--- src/rtl/hazard_ctrl_unit.sv ---
// Pipeline hazard controller for the five-stage MIPS pipeline: load-use stalls
// with multi-cycle load latency, mult/div HI/LO interlock, flush priority and perf counters.
module hazard_ctrl_unit #(
  parameter int REG_AW   = 5,
  parameter int LOAD_LAT = 1,
  parameter int MD_LAT   = 4,
  parameter int CNT_W    = 16
) (
  input  logic              clk,
  input  logic              rst,
  input  logic              ex_branch,
  input  logic              ex_zf,
  input  logic              ex_jump,
  input  logic              ex_memrd,
  input  logic [REG_AW-1:0] ex_rt,
  input  logic [REG_AW-1:0] id_rs,
  input  logic [REG_AW-1:0] id_rt,
  input  logic              ex_md_start,
  input  logic              id_hilo_rd,
  input  logic              id_md_op,
  input  logic              cnt_clr,
  output logic              clear1,
  output logic              clear0,
  output logic              idex_bubble,
  output logic              if_id_wr,
  output logic              pc_wr,
  output logic              md_busy,
  output logic [CNT_W-1:0]  stall_cnt,
  output logic [CNT_W-1:0]  flush_cnt
);

  localparam int LD_W = $clog2(LOAD_LAT + 1);
  localparam int MD_W = $clog2(MD_LAT + 1);

  localparam logic [LD_W-1:0]  LD_INIT = LD_W'(LOAD_LAT - 1);
  localparam logic [LD_W-1:0]  LD_ONE  = LD_W'(1);
  localparam logic [MD_W-1:0]  MD_INIT = MD_W'(MD_LAT);
  localparam logic [MD_W-1:0]  MD_ONE  = MD_W'(1);
  localparam logic [CNT_W-1:0] CNT_MAX = '1;
  localparam logic [CNT_W-1:0] CNT_ONE = CNT_W'(1);

  typedef enum logic {IDLE, LD_WAIT} ld_state_t;

  ld_state_t        state_q, state_d;
  logic [LD_W-1:0]  ld_cnt_q, ld_cnt_d;
  logic [MD_W-1:0]  md_cnt_q, md_cnt_d;
  logic [CNT_W-1:0] stall_cnt_q, flush_cnt_q;

  logic flush, ld_hit, md_hit, ld_stall, stall, busy;

  assign busy   = (md_cnt_q != '0);
  assign flush  = ~rst & ((ex_branch & ex_zf) | ex_jump);
  assign ld_hit = ex_memrd & (ex_rt != '0) & ((ex_rt == id_rs) | (ex_rt == id_rt));
  assign md_hit = busy & (id_hilo_rd | id_md_op);

  // Load FSM: first stall cycle is taken from IDLE, the remaining LOAD_LAT-1 in LD_WAIT.
  always_comb begin
    // NOTE: every always_comb output gets a default first so no path can infer a latch.
    state_d  = state_q;
    ld_cnt_d = ld_cnt_q;
    ld_stall = 1'b0;
    case (state_q)
      IDLE: begin
        if (ld_hit && !flush) begin
          ld_stall = 1'b1;
          if (LOAD_LAT > 1) begin
            state_d  = LD_WAIT;
            ld_cnt_d = LD_INIT;
          end
        end
      end
      LD_WAIT: begin
        if (flush) begin
          state_d  = IDLE;
          ld_cnt_d = '0;
        end else begin
          ld_stall = 1'b1;
          ld_cnt_d = ld_cnt_q - LD_ONE;
          if (ld_cnt_q == LD_ONE) state_d = IDLE;
        end
      end
      default: begin
        state_d  = IDLE;
        ld_cnt_d = '0;
      end
    endcase
  end

  // A flushed mult/div never starts; one already running keeps counting down.
  always_comb begin
    md_cnt_d = md_cnt_q;
    if (ex_md_start && !flush) md_cnt_d = MD_INIT;
    else if (busy)             md_cnt_d = md_cnt_q - MD_ONE;
  end

  assign stall = ~rst & ~flush & (ld_stall | md_hit);

  always_ff @(posedge clk) begin
    // NOTE: sequential state uses non-blocking assignments so every register samples pre-edge values.
    if (rst) begin
      state_q     <= IDLE;
      ld_cnt_q    <= '0;
      md_cnt_q    <= '0;
      stall_cnt_q <= '0;
      flush_cnt_q <= '0;
    end else begin
      state_q  <= state_d;
      ld_cnt_q <= ld_cnt_d;
      md_cnt_q <= md_cnt_d;
      if (cnt_clr) begin
        stall_cnt_q <= '0;
        flush_cnt_q <= '0;
      end else begin
        if (stall && (stall_cnt_q != CNT_MAX)) stall_cnt_q <= stall_cnt_q + CNT_ONE;
        if (flush && (flush_cnt_q != CNT_MAX)) flush_cnt_q <= flush_cnt_q + CNT_ONE;
      end
    end
  end

  assign clear1      = flush;
  assign clear0      = flush;
  assign idex_bubble = stall;
  assign if_id_wr    = ~stall;
  assign pc_wr       = ~stall;
  assign md_busy     = busy & ~rst;
  assign stall_cnt   = rst ? '0 : stall_cnt_q;
  assign flush_cnt   = rst ? '0 : flush_cnt_q;

endmodule

--- config.mk ---
export PLATFORM = sky130hd
export DESIGN_NAME = hazard_ctrl_unit
export DESIGN_NICKNAME = d
export VERILOG_FILES = /design/src/rtl/hazard_ctrl_unit.sv
export SDC_FILE = /design/constraint.sdc
export NUM_CORES = 1
export LEC_CHECK = 0
export BUFFER_PORTS_ARGS = -buffer_cell sky130_fd_sc_hd__buf_2
export CORE_ASPECT_RATIO = 0.8
export CORE_MARGIN = 2
export CORE_UTILIZATION = 55
export CTS_CLUSTER_SIZE = 30
export DETAILED_ROUTE_END_ITERATION = 10
export PLACE_DENSITY = 0.84
export SLEW_MARGIN = 30
export SYNTH_ARGS = -nofsm -noshare
export SYNTH_HDL_FRONTEND = slang
export SYNTH_SLANG_ARGS = --single-unit
--- constraint.sdc ---
create_clock -name clk -period 3 [get_ports clk]
set_clock_uncertainty 0.1 [all_clocks]
set_input_delay 0.15 -clock clk [delete_from_list [all_inputs] [get_ports clk]]
set_output_delay 0.15 -clock clk [all_outputs]
set_load 0.01 [all_outputs]
==> impl_metrics.toml, run 1 <==
[synth]
synth-async-reset-ratio_pct = 0
avgSynthCellArea_um2 = 8.13
synth_edf_count = 0
ys_seq_elements = 37
synth_nets = 306
yosysSeqAreaShare_pct = 32.9
syn_inst = 277
yosysWarnings = 0
synth-main-ff-cell = "dfxtp_1"
ys_types = 49
synth_area_um2 = 2250

[detailed_routing]
drcViolationCount = 0
routedWlPerCell_um = 12.3
via_per_inst = 5.41
drt_iter0_drc = 91
finalWirelength_mm = 4.79
first_pass_iters = 4
via_count = 2099
ant_nets = 0

[pwr]
power_frac_comb_pct = 21.1
p_seq_share_pct = 47.1
pwr_density_cell_nw_per_um2 = 409
p_sw_share_pct = 28.6
power.internal_uw = 776
total_power_mw = 1.09
p_leak_nw = 1.08
clkPwrFrac_pct = 31.8
p_switching_uw = 311
ir_drop_uv = 279

[final_layout]
syn2layout_area_growth_pct = 17.9
diodes = 0
multi_input_comb_area_um2 = 1420
register_area_um2 = 741
filler_cell_count = 335
nets = 362
drive_above_1_share_pct = 24.9
final_cells = 388

[clock_tree]
cts-root-buf = "clkbuf_8"
postCtsSetupBuffers = 0
cts_tree = "yes"
cts_buffers = 5
clk_pin_slew_ps = 70
clk_latency_ps = 280
cts.sinks = 37
clock_path_buffers = 2
htree_num_levels = 2

[worst_setup_path]
required_ps = 3110
crit_path_max_fanout = 17
start_kind = "flip-flop"
arrival_ps = 2390
critPathKind = "reg -> reg"
endpoint_kind = "flip-flop"

[global_route]
grt_overflow = 0
grt_pass1_vias = 1715
grt_usage_pct = 21.1
antenna_found_initial = 0
grt_max_degree = 45
grt_pass1_wl_mm = 7.48

[timing]
worst_pin_slew_ps = 718
maxSlewHeadroom_pct = 52.1
tns_ps = 0
post-route-period-util_pct = 76.1
rsz0062_at_grt = "no"
max_freq_mhz = 438
min_period_ps = 2280
report.final.hold_viol_count = 0
slew_viol_final = 0
setup_viol = 0

[die]
initial_core_util_pct = 58.4
core-area_um2 = 3850
rows = 20
die_area_um2 = 4630
io_pins = 63
chipHeight_um = 61.2
die_w_um = 75.5

[status]
outcome = "finished, final reports clean"

[place]
dp_hpwl_mm = 3.54
port_buffers = 62
gp_congestion = 0.805
dp_cells = 380

[min_path]
hp-class = "in -> reg"

[run]
maxCapViolations = 0
routing by layer:
layer	part of all wire [%]	GRT usage, %	wire length (um)	up-vias
li1	-	-	-	1078
met1	49	28.1	2370	965
met2	45	34.3	2140	50
met3	4.8	4.75	231	6
met4	1.0	6.77	48	0
met5	0	0	0	-
synth_stat cells, types with 2 or more instances:
library cell	instances	area, um2
nor3_1	4	20.0
a31o_2	2	17.5
mux2i_1	3	30.0
buf_1	2	7.51
o21a_1	3	22.5
a21oi_1	14	70.1
and3_1	4	25.0
nor2_1	32	120
clkbuf_1	7	26.3
nor2b_1	31	194
a21o_1	2	15.0
or3_1	7	43.8
o31ai_1	4	30.0
o2111ai_1	2	17.5
inv_1	6	22.5
o31ai_2	2	25.0
o31a_1	2	17.5
buf_4	3	22.5
o21bai_1	2	15.0
xor2_1	21	184
dfxtp_1	37	741
nand4_1	6	37.5
or4_1	5	37.5
ha_1	4	50.1
nand2_1	18	67.6
nor3_2	2	20.0
or2_2	4	25.0
a211oi_1	3	22.5
and4_1	2	17.5
o21ai_0	5	25.0
nand3_1	14	70.1
xnor2_1	6	52.6
nor4_1	2	12.5
power groups by stage:
stage | clock network, mW | registers [mW] | logic, mW
6_report | 0.346 | 0.512 | 0.229
2_1_floorplan | 0 | 0.522 | 0.193
3_3_place_gp | 0 | 0.523 | 0.222
5_1_grt | 0.373 | 0.513 | 0.256
3_5_place_dp | 0 | 0.523 | 0.228
4_1_cts | 0.357 | 0.512 | 0.230
worst max-delay path: stages (launching register included):
cell and delay (ps):
dfxtp_1 310, inv_1 70, ha_1 210, nor2b_1 180, o21bai_1 270, o21ba_1 360
or4_1 570, a21oi_1 150
cells by family (layout without fill, tap and decap cells):
group | count (synthesis) | count (layout) | share of synthesized area, %
AOI/OAI and AO/OA | 50 | 50 | 16.1
xor gates and xnor gates | 27 | 27 | 10.5
adders and majority gates | 4 | 4 | 2.22
buffers and inverters | 20 | 76 | 4.22
DFF | 37 | 37 | 32.9
muxes | 3 | 3 | 1.33
and+or+nand+nor | 136 | 136 | 32.8
path summary, 6_finish.rpt:
kind | from | to | slack [ps] | depth (start not counted)
setup / recovery | md_cnt_q[0] | stall_cnt_q[8] | 720 | 7
hold reg to reg | ld_cnt_q | state_q | 340 | 1
hold / removal | cnt_clr | stall_cnt_q[13] | 50 | 3
setup reg to reg | md_cnt_q[0] | stall_cnt_q[8] | 720 | 7
layout by cell type, fill, tap and decap left out, drive strengths merged, types with 3 or more instances in the layout:
| master | n |
|---|---|
| buf | 62 |
| dfxtp | 37 |
| nor2 | 32 |
| nor2b | 31 |
| xor2 | 21 |
| nand2 | 18 |
| a21oi | 14 |
| nand3 | 14 |
| or3 | 8 |
| clkbuf | 7 |
| o21ai | 7 |
| inv | 6 |
| nand4 | 6 |
| xnor2 | 6 |
| nor3 | 6 |
| o31ai | 6 |
| or4 | 5 |
| or2 | 4 |
| and3 | 4 |
| ha | 4 |
| o21a | 3 |
| a211oi | 3 |
| mux2i | 3 |
| nor4 | 3 |
state kept, by name, summed over array words and instances, names as in the netlist:
signal,flops
stall_cnt_q,16
ld_cnt_q,1
flush_cnt_q,16
state_q,1
md_cnt_q,3
layout make-up:
cell class	instances	area share [%]
clock buffers	7	3.25
flip-flops and latches	37	27.9
inverters	6	0.848
repair buffers	63	12.1
well taps	55	2.59
multi-input cells	220	53.3
stage by stage:
stage | utilization (%) | setup WS, ps | hold WS (ps) | area, um2
after floorplan | - | 993 | 143 | 2250
after global placement | 66.4 | 819 | 273 | 2560
after detailed placement | 66.4 | 727 | 271 | 2560
after CTS | 68.9 | 710 | 44.3 | 2660
after global routing | 68.9 | 549 | 61.7 | 2660
final | 68.9 | 717 | 52.1 | 2660
timing repair:
action                     in CTS  in global routing
resized for setup               0                  0
hold buffers                    1                  0
setup endpoints to repair       0                  0
hold endpoints to repair        2                  0
Note: power is estimated with default switching activity, not from simulation.
==> inputs of run 2 (changes only) <==
Settings changed: ABC_AREA set to 1, CORE_UTILIZATION 55 to 54, PLACE_DENSITY 0.84 to 0.81.
Clock period 3 ns to 2.3 ns, I/O delays scaled along.
==> run 2 against run 1 <==
Net effect: critical path depth grew 3; final cell count grew 34%; count of clock-buffer cells in the layout is the same; setup slack lost 500 ps; routed wire length grew 30%; global-route usage grew 3.1 points; sequential cell count is the same; utilization shrank 4.1 points; combinational power grew 37%; register-to-register slack lost 440 ps; first-iteration DRC count grew 120%; synthesized cell count grew 45%; critical path type is now reg -> out; largest power group unchanged.
==> impl_metrics.toml, run 2 <==
[status]
outcome = "finished, final reports clean"

[clock_tree]
clock_path_buffers = 2
cts_resized = 0
cts.sinks = 37
postCtsSetupBuffers = 0
cts-root-buf = "clkbuf_8"
clk_latency_ps = 290
htree_num_levels = 2
cts_buffers = 5
hold_buffers = 0
clk_pin_slew_ps = 60
cts_tree = "yes"

[final_layout]
diodes = 0
drive_above_1_share_pct = 21.3
multi_input_comb_area_um2 = 1450
syn2layout_area_growth_pct = 17.0
filler_cell_count = 400
largest_registers = "flush_cnt_q x16, stall_cnt_q x16, md_cnt_q x3"
nets = 489
register_area_um2 = 741
final_common_cell = "nand2_1"
final_cell_mix = "93 x nand2_1, 62 x buf_2, 61 x nor2_1"

[pwr]
pwr_density_cell_nw_per_um2 = 491
power.internal_mw = 1.00
clkPwrFrac_pct = 31.8
p_seq_share_pct = 46.5
p_switching_uw = 443
p_sw_share_pct = 30.7
power_frac_comb_pct = 21.7
total_power_mw = 1.45
ir_drop_uv = 332
p_leak_nw = 1.30

[synth]
synth_edf_count = 0
yosysMostFrequentCell = "nand2_1"
synth_area_leaders = "dfxtp_1 29%, nand2_1 14%, nor2_1 9.3%"
ys_types = 32
synth_common_cells = "93 x nand2_1, 62 x nor2_1, 58 x inv_1"
avgSynthCellArea_um2 = 6.26
synth_area_um2 = 2510
yosys.area.top_type_share_pct = 29.5
synth-main-ff-cell = "dfxtp_1"
yosysWarnings = 0
yosysSeqAreaShare_pct = 29.5
synth-async-reset-ratio_pct = 0
ys_seq_elements = 37
synth_nets = 431
synth_top_area_cell = "dfxtp_1"
syn_inst = 402

[worst_setup_path]
critPathKind = "reg -> out"
worst_path_max_delay_cell = "dfxtp_1"
required_ps = 2090
endpoint_kind = "output port"
start_kind = "flip-flop"
arrival_ps = 1860
crit_path_max_fanout = 17
critPathMaxStageDelay_ps = 320
path_cells = "inv_1 > ha_1 > inv_1 > nor2_2 > nor2_1 > nor2_1 > nand2_2 > nand2_1 > inv_1 > buf_2"
cpMostUsedCell = "inv_1"

[detailed_routing]
first_pass_iters = 5
via_count = 2755
ant_nets = 0
drcViolationCount = 0
routedWlPerCell_um = 11.9
finalWirelength_mm = 6.21
drt_iter0_drc = 198
via_per_inst = 5.30

[global_route]
grt_usage_pct = 24.2
grt_pass1_vias = 2336
grt_max_degree = 22
grt_pass1_wl_mm = 10.0
grt_overflow = 0
antenna_found_initial = 0

[die]
io_pins = 63
chipHeight_um = 65.0
die_area_um2 = 5220
die_w_um = 80.3
rows = 22
initial_core_util_pct = 55.4
core-area_um2 = 4540

[place]
port_buffers = 62
gp_congestion = 0.934
dp_hpwl_mm = 4.62

[timing]
min_period_ps = 2080
worst_pin_slew_ps = 782
report.final.hold_viol_count = 0
post-route-period-util_pct = 90.4
maxSlewHeadroom_pct = 47.7
rsz0062_at_grt = "no"
slew_viol_final = 0
max_freq_mhz = 481
tns_ps = 0
setup_viol = 0

[min_path]
hp-class = "in -> reg"

[run]
maxCapViolations = 0
## run 2: logic make-up (layout without fill, tap and decap cells)
| kind of cell | Yosys count | after routing | share of synthesized area [%] |
|---|---|---|---|
| buffers and inverters | 81 | 139 | 12.9 |
| and+or+nand+nor | 221 | 221 | 39.8 |
| xor gates and xnor gates | 17 | 17 | 5.92 |
| DFF | 37 | 37 | 29.5 |
| adders and majority gates | 4 | 4 | 1.99 |
| AOI/OAI and AO/OA | 42 | 42 | 9.90 |
## run 2: power groups by stage
stage / registers [mW] / clock network, mW / logic, mW
final: 0.672 / 0.460 / 0.314
after global routing: 0.673 / 0.492 / 0.352
after CTS: 0.670 / 0.466 / 0.308
after detailed placement: 0.685 / 0 / 0.306
after global placement: 0.684 / 0 / 0.292
after floorplan: 0.683 / 0 / 0.228
## run 2: worst paths after layout
kind / startpoint / endpoint / slack (ps) / cells after the start
max: md_cnt_q[0] / idex_bubble / 220 / 10
min: ex_jump / state_q / 50 / 4
max reg2reg: flush_cnt_q[0] / flush_cnt_q[13] / 280 / 9
min reg2reg: ld_cnt_q / state_q / 370 / 1
## run 2: through the flow
stage | util, % | instances | setup WS [ps] | hold WS (ps) | area, um2
global placement | 62.8 | 513 | 404 | 317 | 2850
detailed placement | 62.8 | 513 | 309 | 325 | 2850
global route | 64.8 | 520 | 33.0 | 54.2 | 2940
floorplan | - | 402 | 587 | 206 | 2510
CTS | 64.7 | 520 | 130 | 43.1 | 2940
finish | 64.8 | 520 | 221 | 46.3 | 2940
## run 2: area by class of cell
| cell class | instances | share of cell area (%) |
|---|---|---|
| multi-input combinational | 284 | 49.3 |
| sequential | 37 | 25.2 |
| timing repair buffer | 66 | 11.6 |
| inverter | 66 | 8.42 |
| clock buffer | 7 | 2.93 |
| tap | 60 | 2.55 |
## run 2: worst max-delay path, delay by kind of cell, from the launching register on
kind	cells	cell delay (ps)
adders and majority gates	1	150
buffers and inverters	4	310
DFF	1	320
and+or+nand+nor	5	780
## run 2: routing by layer
| layer | vias to the layer above | GRT usage (%) | wire length, um |
|---|---|---|---|
| li1 | 1389 | - | - |
| met1 | 1226 | 31.9 | 2860 |
| met2 | 128 | 39.2 | 2800 |
| met3 | 12 | 4.60 | 472 |
| met4 | 0 | 8.90 | 74 |
| met5 | - | 0 | 0 |
==> inputs of run 3 (changes only) <==
Settings changed: HOLD_SLACK_MARGIN set to 0.12.
==> run 3 against run 2 <==
Net effect: count of clock-buffer cells in the layout unchanged; largest power group unchanged; first-iteration DRC count down 3.0%; hold slack better by 110 ps.
==> impl_metrics.toml, run 3 (synthesis results as in run 2) <==
[global_route]
grt_overflow = 0
antenna_found_initial = 0
grt_pass1_vias = 2368
grt_usage_pct = 24.4
grt_pass1_wl_mm = 10.1
grt_max_degree = 22

[min_path]
hp-class = "in -> reg"
min_to = "flush_cnt_q[7]"
hold_depth = 4
hp-start = "cnt_clr"

[timing]
report.final.hold_viol_count = 0
worst_pin_slew_ps = 761
rsz0062_at_grt = "no"
maxSlewHeadroom_pct = 49.1
tns_ps = 0
slew_viol_final = 0
post-route-period-util_pct = 90.1
max_freq_mhz = 482
setup_viol = 0
setup_slack_ps = 227
min_period_ps = 2070
whs_ps = 155

[worst_setup_path]
r2r-end = "flush_cnt_q[13]"
endpoint_kind = "output port"
arrival_ps = 1860
critPathKind = "reg -> out"
reg2regPathDepth = 9
required_ps = 2090
reg2reg_slack_ps = 290
start_kind = "flip-flop"
r2r-start = "flush_cnt_q[0]"
crit_path_max_fanout = 17

[final_layout]
drive_above_1_share_pct = 21.2
final_cell_mix = "93 x nand2_1, 62 x buf_2, 61 x nor2_1"
filler_cell_count = 395
diodes = 0
final_cells = 523
postLayoutCoreUtil_pct = 65.4
largest_registers = "flush_cnt_q x16, stall_cnt_q x16, md_cnt_q x3"
final_common_cell = "nand2_1"
syn2layout_area_growth_pct = 18.2
nets = 492

[detailed_routing]
via_count = 2752
finalWirelength_mm = 6.23
ant_nets = 0
drt_iter0_drc = 192
drcViolationCount = 0
via_per_inst = 5.26
routedWlPerCell_um = 11.9
first_pass_iters = 5

[clock_tree]
cts-root-buf = "clkbuf_8"
clk_pin_slew_ps = 70
clk_latency_ps = 290
htree_num_levels = 2
cts_tree = "yes"
cts.sinks = 37
cts_buffers = 5
clock_path_buffers = 2

[pwr]
ir_drop_uv = 331
p_leak_nw = 1.31
pwr_density_cell_nw_per_um2 = 488

[die]
core-area_um2 = 4540
rows = 22
die_w_um = 80.3
io_pins = 63
die_area_um2 = 5220
initial_core_util_pct = 55.4
chipHeight_um = 65.0

[status]
outcome = "finished, final reports clean"

[place]
dp_hpwl_mm = 4.62
port_buffers = 62
dp_slack_ps = 309
dp_cells = 513
gp_congestion = 0.934

[run]
maxCapViolations = 0
run 3: cell count changes in the layout (fill, tap and decap cells not counted):
cell           change
dlygate4sd3_1      +3
run 3: metrics by stage:
step           instance area, um2  power, mW
6_report                     2970       1.45
5_1_grt                      2970       1.52
4_1_cts                      2970       1.45
3_5_place_dp                 2850      0.992
3_3_place_gp                 2850      0.976
2_1_floorplan                2510      0.911
run 3: per-layer routing:
metal  part of all wire [%]  track usage (%)  wire length (um)  vias to the layer above
li1                       -                -                 -                     1396
met1                     46             31.4              2860                     1217
met2                     45             40.1              2800                      125
met3                    7.9             5.15               494                       14
met4                    1.3             8.90                78                        0
met5                      0                0                 0                        -
run 3: how the worst max path moves through the flow:
stage                     cells after the start  slack, ps      startpoint         endpoint
final                                        10        230     md_cnt_q[0]      idex_bubble
after global routing                          9         30  flush_cnt_q[0]  flush_cnt_q[13]
after CTS                                    10        130     md_cnt_q[0]      idex_bubble
after detailed placement                      9        310  flush_cnt_q[0]  flush_cnt_q[13]
after global placement                        9        400  flush_cnt_q[0]  flush_cnt_q[13]
after floorplan                              10        590     md_cnt_q[0]            pc_wr
run 3: layout make-up:
cell class / instances / area, um2 / area share (%)
multi-input combinational: 284 / 1450 / 48.8
sequential: 37 / 741 / 24.9
timing repair buffer: 69 / 370 / 12.5
inverter: 66 / 248 / 8.34
clock buffer: 7 / 86.3 / 2.91
tap: 60 / 75.1 / 2.53
run 3: critical path, stage by stage (launching register included):
cell and delay, ps:
dfxtp_1 320, inv_1 80, ha_1 150, inv_1 60
nor2_2 180, nor2_1 60, nor2_1 110, nand2_2 250
nand2_1 180, inv_1 40, buf_2 130
run 3: report_power, final:
part | switching [mW] | total [mW] | internal [mW]
combinational | 0.209 | 0.317 | 0.108
clock | 0.222 | 0.460 | 0.238
sequential | 0.0118 | 0.672 | 0.660
run 3: repair_timing:
action                                 CTS  global route
setup buffers                            0             0
resized for setup                        0             1
setup endpoints to repair                0             3
endpoints found under the hold margin    2             0
hold buffers                             3             0
